File: config.mk
export PLATFORM = sky130hd
export DESIGN_NAME = qa_write_burst_sequencer
export DESIGN_NICKNAME = d
export VERILOG_FILES = /design/src/rtl/qa_write_burst_pkg.sv /design/src/rtl/qa_write_ack_counter.sv /design/src/rtl/qa_write_burst_sequencer.sv
export SDC_FILE = /design/constraint.sdc
export NUM_CORES = 1
export LEC_CHECK = 0
export ABC_AREA = 1
export CELL_PAD_IN_SITES_DETAIL_PLACEMENT = 2
export CELL_PAD_IN_SITES_GLOBAL_PLACEMENT = 2
export CORE_AREA = 2 2 443 445
export CTS_BUF_LIST = sky130_fd_sc_hd__clkbuf_4
export DETAILED_ROUTE_END_ITERATION = 6
export DIE_AREA = 0 0 445 447
export PLACE_DENSITY_LB_ADDON = 0.3
export REMOVE_ABC_BUFFERS = 1
export SYNTH_ARGS = -nofsm -noshare
export SYNTH_HDL_FRONTEND = slang
export SYNTH_SLANG_ARGS = --single-unit
File: constraint.sdc
create_clock -name clk -period 3.1 [get_ports clk]
set_clock_uncertainty 0.15 [all_clocks]
set_input_delay 0.31 -clock clk [delete_from_list [all_inputs] [get_ports clk]]
set_output_delay 0.31 -clock clk [all_outputs]
set_load 0.005 [all_outputs]
File: src/rtl/qa_write_burst_pkg.sv
// Shared types and helpers for the QA driver write-burst sequencer:
// CCI line types, sequencer state, packet-size selection and counter width.
package qa_write_burst_pkg;

    localparam int CL_ADDR_W             = 42;
    localparam int CL_DATA_W             = 512;
    localparam int MAX_OUTSTANDING_LIMIT = 1024;

    typedef logic [CL_ADDR_W-1:0] t_cci_clAddr;
    typedef logic [CL_DATA_W-1:0] t_cci_clData;

    // Encoding doubles as (lines - 1), which the sequencer uses as the last beat index.
    typedef enum logic [1:0] {
        eCL_LEN_1 = 2'b00,
        eCL_LEN_2 = 2'b01,
        eCL_LEN_4 = 2'b11
    } t_cci_clLen;

    typedef enum logic {
        IDLE   = 1'b0,
        ACTIVE = 1'b1
    } t_wrburst_state;

    function automatic int outstanding_w(input int max_outstanding);
        return $clog2(max_outstanding) + 1;
    endfunction

    localparam int OUTSTANDING_W_MAX = outstanding_w(MAX_OUTSTANDING_LIMIT);

    function automatic t_cci_clLen pick_pkt_len(input logic [1:0]  addr_low,
                                                input logic [31:0] remaining,
                                                input int          max_pkt);
        if (max_pkt >= 4 && addr_low == 2'b00 && remaining >= 32'd4)
            return eCL_LEN_4;
        else if (max_pkt >= 2 && addr_low[0] == 1'b0 && remaining >= 32'd2)
            return eCL_LEN_2;
        else
            return eCL_LEN_1;
    endfunction

endpackage

File: src/rtl/qa_write_ack_counter.sv
// Un-acked line counter: +1 per issued beat, -ack per cycle, floored at 0.
// can_issue is derived from the registered count only, so it never loops back through issue.
module qa_write_ack_counter
    import qa_write_burst_pkg::*;
#(
    parameter int MAX_OUTSTANDING = 256
) (
    input  logic                             clk,
    input  logic                             reset,
    input  logic                             issue,
    input  logic [1:0]                       ack,
    output logic [$clog2(MAX_OUTSTANDING):0] count,
    output logic                             can_issue
);

    localparam int                CNT_W   = outstanding_w(MAX_OUTSTANDING);
    localparam logic [CNT_W-1:0]  MAX_CNT = CNT_W'(MAX_OUTSTANDING);

    logic [CNT_W:0] sum;
    logic [CNT_W:0] ack_ext;

    always_comb begin
        sum       = (CNT_W+1)'(count) + (CNT_W+1)'(issue);
        ack_ext   = (CNT_W+1)'(ack);
        can_issue = (count < MAX_CNT);
    end

    // Late acks from a burst abandoned by reset must not underflow the count.
    always_ff @(posedge clk) begin
        if (reset)
            count <= '0;
        else if (ack_ext > sum)
            count <= '0;
        else
            count <= CNT_W'(sum - ack_ext);
    end

endmodule

File: src/rtl/qa_write_burst_sequencer.sv
// Splits write bursts into aligned 4/2/1-line CCI packets and issues them beat by beat.
// Optional QA_WR_BURST_STATS_EN adds saturating beat/packet/stall counters.
module qa_write_burst_sequencer
    import qa_write_burst_pkg::*;
#(
    parameter int LINES_W         = 16,
    parameter int MAX_PKT_LINES   = 4,
    parameter int MAX_OUTSTANDING = 256
) (
    input  logic                             clk,
    input  logic                             reset,
    input  logic                             req_valid,
    output logic                             req_rdy,
    input  t_cci_clAddr                      req_addr,
    input  logic [LINES_W-1:0]               req_lines,
    input  logic                             req_cached,
    input  logic                             req_check_order,
    input  t_cci_clData                      wr_data,
    input  logic                             wr_data_valid,
    output logic                             wr_data_rdy,
    output t_cci_clAddr                      mem_write_addr,
    output t_cci_clData                      mem_write_data,
    output t_cci_clLen                       mem_write_req_num_lines,
    output logic                             mem_write_req_sop,
    output logic                             mem_write_req_cached,
    output logic                             mem_write_req_check_order,
    output logic                             mem_write_enable,
    input  logic                             mem_write_rdy,
    input  logic [1:0]                       mem_write_ack,
    output logic                             burst_done,
    output logic [$clog2(MAX_OUTSTANDING):0] outstanding,
    output logic                             idle
`ifdef QA_WR_BURST_STATS_EN
    ,
    output logic [31:0]                      stat_beats,
    output logic [31:0]                      stat_pkts4,
    output logic [31:0]                      stat_stall_cycles
`endif
);

    t_wrburst_state     state;
    t_cci_clAddr        addr_q;
    logic [LINES_W-1:0] rem_q;
    logic [1:0]         beat_idx;
    t_cci_clLen         pkt_len_q;
    t_cci_clLen         sop_len;
    t_cci_clLen         cur_len;
    logic               cached_q;
    logic               order_q;
    logic               can_issue;
    logic               active;
    logic               accept;
    logic               last_beat;
    logic               last_in_pkt;

    // The packet size is chosen at beat 0 and frozen in pkt_len_q for the remaining beats.
    always_comb begin
        active                    = (state == ACTIVE) && !reset;
        req_rdy                   = (state == IDLE) && !reset;
        accept                    = req_valid && req_rdy;
        sop_len                   = pick_pkt_len(addr_q[1:0], 32'(rem_q), MAX_PKT_LINES);
        cur_len                   = (beat_idx == 2'd0) ? sop_len : pkt_len_q;
        last_beat                 = (rem_q == LINES_W'(1));
        last_in_pkt               = (beat_idx == 2'(cur_len));
        mem_write_enable          = active && mem_write_rdy && wr_data_valid && can_issue;
        wr_data_rdy               = mem_write_enable;
        mem_write_addr            = addr_q;
        mem_write_data            = mem_write_enable ? wr_data : '0;
        mem_write_req_num_lines   = active ? cur_len : eCL_LEN_1;
        mem_write_req_sop         = active && (beat_idx == 2'd0);
        mem_write_req_cached      = cached_q;
        mem_write_req_check_order = order_q;
        idle                      = (state == IDLE) && (outstanding == '0) && !reset;
    end

    always_ff @(posedge clk) begin
        if (reset) begin
            state      <= IDLE;
            addr_q     <= '0;
            rem_q      <= '0;
            beat_idx   <= 2'd0;
            pkt_len_q  <= eCL_LEN_1;
            cached_q   <= 1'b0;
            order_q    <= 1'b0;
            burst_done <= 1'b0;
        end else begin
            burst_done <= (accept && (req_lines == '0)) || (mem_write_enable && last_beat);
            case (state)
                IDLE: begin
                    if (accept) begin
                        addr_q   <= req_addr;
                        rem_q    <= req_lines;
                        cached_q <= req_cached;
                        order_q  <= req_check_order;
                        beat_idx <= 2'd0;
                        if (req_lines != '0)
                            state <= ACTIVE;
                    end
                end
                ACTIVE: begin
                    if (mem_write_enable) begin
                        addr_q <= addr_q + CL_ADDR_W'(1);
                        rem_q  <= rem_q - LINES_W'(1);
                        if (beat_idx == 2'd0)
                            pkt_len_q <= sop_len;
                        beat_idx <= last_in_pkt ? 2'd0 : beat_idx + 2'd1;
                        if (last_beat)
                            state <= IDLE;
                    end
                end
            endcase
        end
    end

    qa_write_ack_counter #(
        .MAX_OUTSTANDING(MAX_OUTSTANDING)
    ) u_ack_counter (
        .clk       (clk),
        .reset     (reset),
        .issue     (mem_write_enable),
        .ack       (mem_write_ack),
        .count     (outstanding),
        .can_issue (can_issue)
    );

`ifdef QA_WR_BURST_STATS_EN
    function automatic logic [31:0] sat_inc(input logic [31:0] v);
        return (v == 32'hFFFF_FFFF) ? v : v + 32'd1;
    endfunction

    always_ff @(posedge clk) begin
        if (reset) begin
            stat_beats        <= '0;
            stat_pkts4        <= '0;
            stat_stall_cycles <= '0;
        end else begin
            if (mem_write_enable)
                stat_beats <= sat_inc(stat_beats);
            if (mem_write_enable && mem_write_req_sop && (cur_len == eCL_LEN_4))
                stat_pkts4 <= sat_inc(stat_pkts4);
            if (active && !mem_write_enable)
                stat_stall_cycles <= sat_inc(stat_stall_cycles);
        end
    end
`endif

endmodule

Yosys cells after proc, flatten, opt, wreduce, memory -nomap -nowiden
Index checks and enable logic that the tools add are counted.
{"block": "totals", "register_bits": 75, "in_bits": 579, "elab_cells": 68, "output_inout_bits": 573}
{"block": "op_classes", "n_mux": 20, "order_cmp": 4, "n_eq_ne": 4, "n_addsub": 5, "n_bitwise": 2, "reduce_logical": 24}
{"cell": "2-to-1 mux 512 bit", "count": 1}
{"cell": "2-to-1 mux 42 bit", "count": 2}
{"cell": "case mux 42 bit (2 select lines)", "count": 1}
{"cell": "adder 42 x 1 -> 42 bit (second input constant)", "count": 1}
{"cell": "2-to-1 mux 16 bit", "count": 2}
{"cell": "case mux 16 bit (2 select lines)", "count": 1}
{"cell": "== test 16 x 1 -> 1 bit (second input constant)", "count": 1}
{"cell": "greater-or-equal comparator 16 x 2 -> 1 bit (second input constant)", "count": 1}
{"cell": "greater-or-equal comparator 16 x 3 -> 1 bit (second input constant)", "count": 1}
{"cell": "logical NOT 16 bit", "count": 1}
{"cell": "nonzero test 16 bit", "count": 1}
{"cell": "subtractor 16 x 1 -> 16 bit (second input constant)", "count": 1}
{"cell": "logical AND 1 bit", "count": 13}
{"cell": "2-to-1 mux 2 bit", "count": 6}
{"cell": "adder 9 x 1 -> 10 bit", "count": 1}
{"cell": "> comparator 2 x 10 -> 1 bit", "count": 1}
{"cell": "logical NOT 9 bit", "count": 1}
{"cell": "less-than comparator 9 bit (second input constant)", "count": 1}
{"cell": "subtractor 9 x 2 -> 9 bit", "count": 1}
{"cell": "AND reduction 2 bit", "count": 3}
{"cell": "2-to-1 mux 1 bit", "count": 5}
{"cell": "logical NOT 2 bit", "count": 2}
{"cell": "inequality test 2 bit (second input constant)", "count": 2}
{"cell": "case mux 2 bit (2 select lines)", "count": 1}
{"cell": "7 further kinds", "count": 8}

Depth between registers and ports, before layout
{"block": "depth", "ltp_word": 9, "ltp_mapped": 15, "mapped_depth_nobuf": 15}

Cells and area by module
A second synthesis with hierarchy kept.
{"block": "unflattened", "cells_unflattened": 1974, "hier_area_um2": 9464.1}
{"module": "qa_write_burst_sequencer", "n_inst": 1, "cells_each": 1857, "area_each_um2": 8722.1, "seq_area_each_um2": 1321.3}
{"module": "qa_write_ack_counter", "n_inst": 1, "cells_each": 117, "area_each_um2": 742.0, "seq_area_each_um2": 180.2}

Worst setup path after synthesis
Ideal clock, no wire load.
{"block": "synth_timing", "path_kind": "reg2reg", "startpoint": "register state", "endpoint": "register u_ack_counter.count[8]", "stages_incl_launch_ff": 16, "n_path_buf": 1, "setup_slack_ns": 0.582, "setup_ns": 0.119, "period_less_slack_ns": 2.518, "arrival_time_ns": 2.249, "t_required_ns": 2.831, "cell_sequence": "dfxtp_1 buf_4 nand2_2 nor2_4 ha_1 ha_1 ha_1 inv_1 nor2_1 o21ai_0 nor2_1 nand3_1 nor3_1 nand3_1 nand2_2 nor2_1"}
{"block": "synth_via", "elab_chain_len": 7, "word_cells_on_any_way": 8, "cone_classes": "2 x add/sub; 1 x order compare; 5 x reduce/logical"}
{"element": "start, declared", "line": "qa_write_burst_sequencer.sv:41", "text": "t_wrburst_state state;"}
{"element": "start signal, assigned", "line": "qa_write_burst_sequencer.sv:78", "text": "state <= IDLE;"}
{"element": "start signal, assigned", "line": "qa_write_burst_sequencer.sv:97", "text": "state <= ACTIVE;"}
{"element": "start signal, assigned", "line": "qa_write_burst_sequencer.sv:108", "text": "state <= IDLE;"}
{"element": "logical AND 1 bit (*)", "line": "qa_write_burst_sequencer.sv:58", "text": "active = (state == ACTIVE) && !reset;"}
{"element": "logical AND 1 bit (*) (3 in a row)", "line": "qa_write_burst_sequencer.sv:65", "text": "mem_write_enable = active && mem_write_rdy && wr_data_valid && can_issue;"}
{"element": "named net mem_write_enable", "line": "qa_write_burst_sequencer.sv:27", "text": "output logic mem_write_enable,"}
{"element": "adder 9 x 1 -> 10 bit (*)", "line": "qa_write_ack_counter.sv:23", "text": "sum = (CNT_W+1)'(count) + (CNT_W+1)'(issue);"}
{"element": "> comparator 2 x 10 -> 1 bit", "line": "qa_write_ack_counter.sv:32", "text": "else if (ack_ext > sum)"}
{"element": "OR reduction 2 bit (no source line)"}
{"element": "end signal, assigned", "line": "qa_write_ack_counter.sv:35", "text": "count <= CNT_W'(sum - ack_ext);"}
{"element": "end, declared", "line": "qa_write_ack_counter.sv:12", "text": "output logic [$clog2(MAX_OUTSTANDING):0] count,"}
Mark *: on every way through the listed nets, which the timed path passes. The rest lies on a longest branch.
A chain may end at the register's enable or synchronous reset.

Worst setup path in the final report
{"block": "layout_timing", "startpoint": "register u_ack_counter.count[8]", "endpoint": "output port mem_write_data[306]"}
{"block": "layout_via", "elab_chain_len": 3}
{"element": "less-than comparator 9 bit", "line": "qa_write_ack_counter.sv:25", "text": "can_issue = (count < MAX_CNT);"}
{"element": "logical AND 1 bit", "line": "qa_write_burst_sequencer.sv:65"}
{"element": "2-to-1 mux 512 bit", "line": "qa_write_burst_sequencer.sv:68", "text": "mem_write_data = mem_write_enable ? wr_data : '0;"}
{"element": "end, declared", "line": "qa_write_burst_sequencer.sv:22", "text": "output t_cci_clData mem_write_data,"}
No other way between the ends.

==> flow_metrics.tcl <==
set metrics [dict create \
    outcome "finished clean" \
    end_kind "primary output" \
    placed_area_sq_mm 0.0249 \
    cp_common_cell "buf_12" \
    hold_class "input port to register" \
    htree_levels 3 \
    avgSynthCellArea_sq_um 4.96 \
    timing.rr.start "u_ack_counter.count[8]" \
    max-cap-violations 0 \
    vias 17200 \
    clk_path_buf_depth 2 \
    cts_tree "done" \
    cp_cell_sequence "inv_2 > nand3_4 > nor2_4 > buf_12 > inv_16 > buf_12 > nor2_1 > clkdlybuf4s50_1" \
    fp.dieH_microns 447 \
    antenna_found_initial 97 \
    grt_usage_pct 19.8 \
    power-per-cell-area_mw_per_mm2 216 \
    netlist_area_sq_mm 0.00951 \
    dp.cells 5642 \
    routed_via_density 3.03 \
    clk_pin_slew_ns 0.14 \
    rsz0062_at_grt "yes" \
    drive_gt1_share_pct 12.1 \
    async_flop_share_pct 0 \
    ir_drop_v 0.000265 \
    holdBufCountCts 0 \
    post_drt_wl_per_cell_microns 36.1 \
    p_int_mw 2.92 \
    ys.flop_type "dfxtp_1" \
    grt_pass1_vias 17900 \
    numCtsBuffers 9 \
    slew-limit-headroom_pct 54.2 \
    holdCritStartpoint "reset" \
    setup_viol 0 \
    path_max_fanout 61 \
    nets 3718 \
    synth_cell_types 48 \
    finalCritPeriodShare_pct 96.4 \
    final_cell_count_no_fill 5690 \
    crit_start "u_ack_counter.count[8]" \
    syn2layout_area_growth_pct 168 \
    clkSinkCount 75 \
    io_buffers 1151 \
    root_buffer "clkbuf_4" \
    synth_seq_cells 75 \
    cp_slowest_stage_delay_ns 0.55 \
    grt_overflow_total 0 \
    totalWireLength_microns 206000 \
    slowest_stage "clkdlybuf4s50_1" \
    ys_seq_area_share_pct 15.8 \
    postLayoutCellArea_sq_mm 0.0255 \
    fp-row-count 162 \
    yosysWarnings 0 \
    p_comb_share_pct 63.3 \
    insertion_delay_ns 0.58 \
    synth_edf_count 0 \
    hold_viol 0 \
    layout_commonest_cell "clkdlybuf4s50_1" \
    grt_pass1_wl_microns 243000 \
    p_leak_nw 13.9 \
    p_clk_share_pct 13.3 \
    core_sq_mm 0.194 \
    dpl.hpwl_microns 191000 \
    drt_iter0_markers 643 \
    pwr-share-seq_pct 23.4 \
    routabilityCongestion 1.01 \
    switching_share_pct 47.1 \
    min_period_ns 2.99 \
    path_class "register to primary output" \
    final_cell_mix "749 x clkdlybuf4s50_1, 606 x nor2_1, 573 x inv_1, 212 x buf_4, 188 x nand2_1" \
    drc 0 \
    postSynthCellCount 1918 \
    io_pins 1152 \
    fmax_ghz 0.335 \
    arrival_ns 2.53 \
    drtAntennaViolNets 0 \
    finalPower_mw 5.52 \
    tns_ns 0 \
    worstMarginPinSlew_ns 0.685 \
    drt_pass1_iterations 5 \
    slew_viol_final 0 \
    start_util_pct 4.90 \
    worstPathRequired_ns 2.64 \
    die_w_microns 445 \
    critPathLaunchType "register" \
    p_sw_mw 2.60 \
    die-area_sq_mm 0.199 \
    grt_max_degree 62 \
]
[logic make-up after synthesis]
logic type,Yosys count,share of synthesized area (%)
compound gates,160,9.43
buf+inv,675,28.2
mux,1,0.105
fa+ha+maj,14,1.92
xor+xnor,21,1.93
flops,75,15.8
simple gates,972,42.6
[synthesized netlist by cell type (2+ instances only)]
cell | n | area [sq um]
nor3_2 | 3 | 30.0
nor2_8 | 2 | 40.0
o211ai_1 | 9 | 67.6
xnor2_1 | 5 | 43.8
nand3b_1 | 8 | 60.1
nand4_1 | 19 | 119
nor2_1 | 635 | 2380
a31oi_1 | 4 | 25.0
buf_2 | 61 | 305
ha_1 | 13 | 163
a21oi_1 | 50 | 250
clkbuf_1 | 17 | 63.8
o21bai_1 | 2 | 15.0
buf_4 | 3 | 22.5
nand3_2 | 3 | 30.0
buf_6 | 7 | 78.8
nand2_1 | 189 | 709
nand2_2 | 11 | 68.8
inv_2 | 8 | 30.0
o21ai_1 | 15 | 75.1
a221oi_1 | 2 | 17.5
buf_1 | 2 | 7.51
nor4_1 | 7 | 43.8
a21oi_2 | 8 | 70.1
nand3_4 | 2 | 35.0
nor3_1 | 15 | 75.1
nor3_4 | 2 | 32.5
nor2_2 | 7 | 43.8
nand3_1 | 56 | 280
nor2_4 | 3 | 33.8
or2_0 | 2 | 12.5
inv_1 | 574 | 2150
o22ai_1 | 5 | 31.3
o21ai_0 | 58 | 290
dfxtp_1 | 75 | 1500
xor2_1 | 16 | 140
a211oi_1 | 5 | 37.5
or2_2 | 5 | 31.3
[worst max-delay path: cells and delay by family, from the launching register on]
kind	cells	cell delay [ns]
buffers and inverters	5	1.05
flip-flops	1	0.37
AND/OR/NAND/NOR	3	0.38
[cell type report]
cell class	count	area [sq um]
fillers	23200	169000
repair buffers	1287	13000
multi-input cells	1168	5470
well taps	2542	3180
inverters	583	2200
flip-flops and latches	75	1500
clock buffers	10	75.1
clock inverters	6	65.1
diodes	18	45.0
repair inverters	1	8.76
[timing repair]
item                       CTS  global route
buffers inserted             3             4
gates cloned                 5             2
gates resized for setup    210           114
setup endpoints to repair  431           153
pin swaps                    3             3
[power groups by stage]
| stage | clock [mW] | combinational, mW | sequential [mW] |
|---|---|---|---|
| floorplan | 0 | 1.04 | 1.27 |
| detailed placement | 0 | 3.53 | 1.31 |
| global placement | 0 | 3.51 | 1.31 |
| global route | 0.837 | 3.77 | 1.32 |
| CTS | 0.807 | 3.56 | 1.30 |
| finish | 0.731 | 3.49 | 1.29 |
[through the flow]
stage | util, % | hold slack, ns | setup slack [ns]
floorplan | - | 0.222 | -5.95
detailed placement | 12.8 | 0.318 | -0.136
global route | 13.1 | 0.0794 | -0.0387
CTS | 12.9 | 0.0483 | -0.00668
global placement | 12.8 | 0.305 | -0.105
finish | 13.1 | 0.127 | 0.111
[layer usage]
metal	track usage, %	vias to the layer above	routed length [microns]
met1	19.6	8319	71100
met3	2.88	242	8030
met5	0	-	43
met2	39.8	764	115000
met4	9.35	8	11200
li1	-	7896	-
[final timing paths]
| kind | to | slack [ns] | depth (start not counted) |
|---|---|---|---|
| setup / recovery | mem_write_data[306] | 0.11 | 8 |
| hold / removal | state | 0.13 | 5 |
| setup reg to reg | u_ack_counter.count[8] | 0.38 | 16 |
| hold reg to reg | mem_write_req_check_order | 0.34 | 2 |
[registers in the layout, summed over array words and instances, names as in the netlist]
name / count
mem_write_req_check_order: 1
pkt_len_q: 2
u_ack_counter.count: 9
burst_done: 1
mem_write_addr: 42
rem_q: 16
mem_write_req_cached: 1
beat_idx: 2
state: 1
Note: power is estimated with default switching activity, not from simulation.
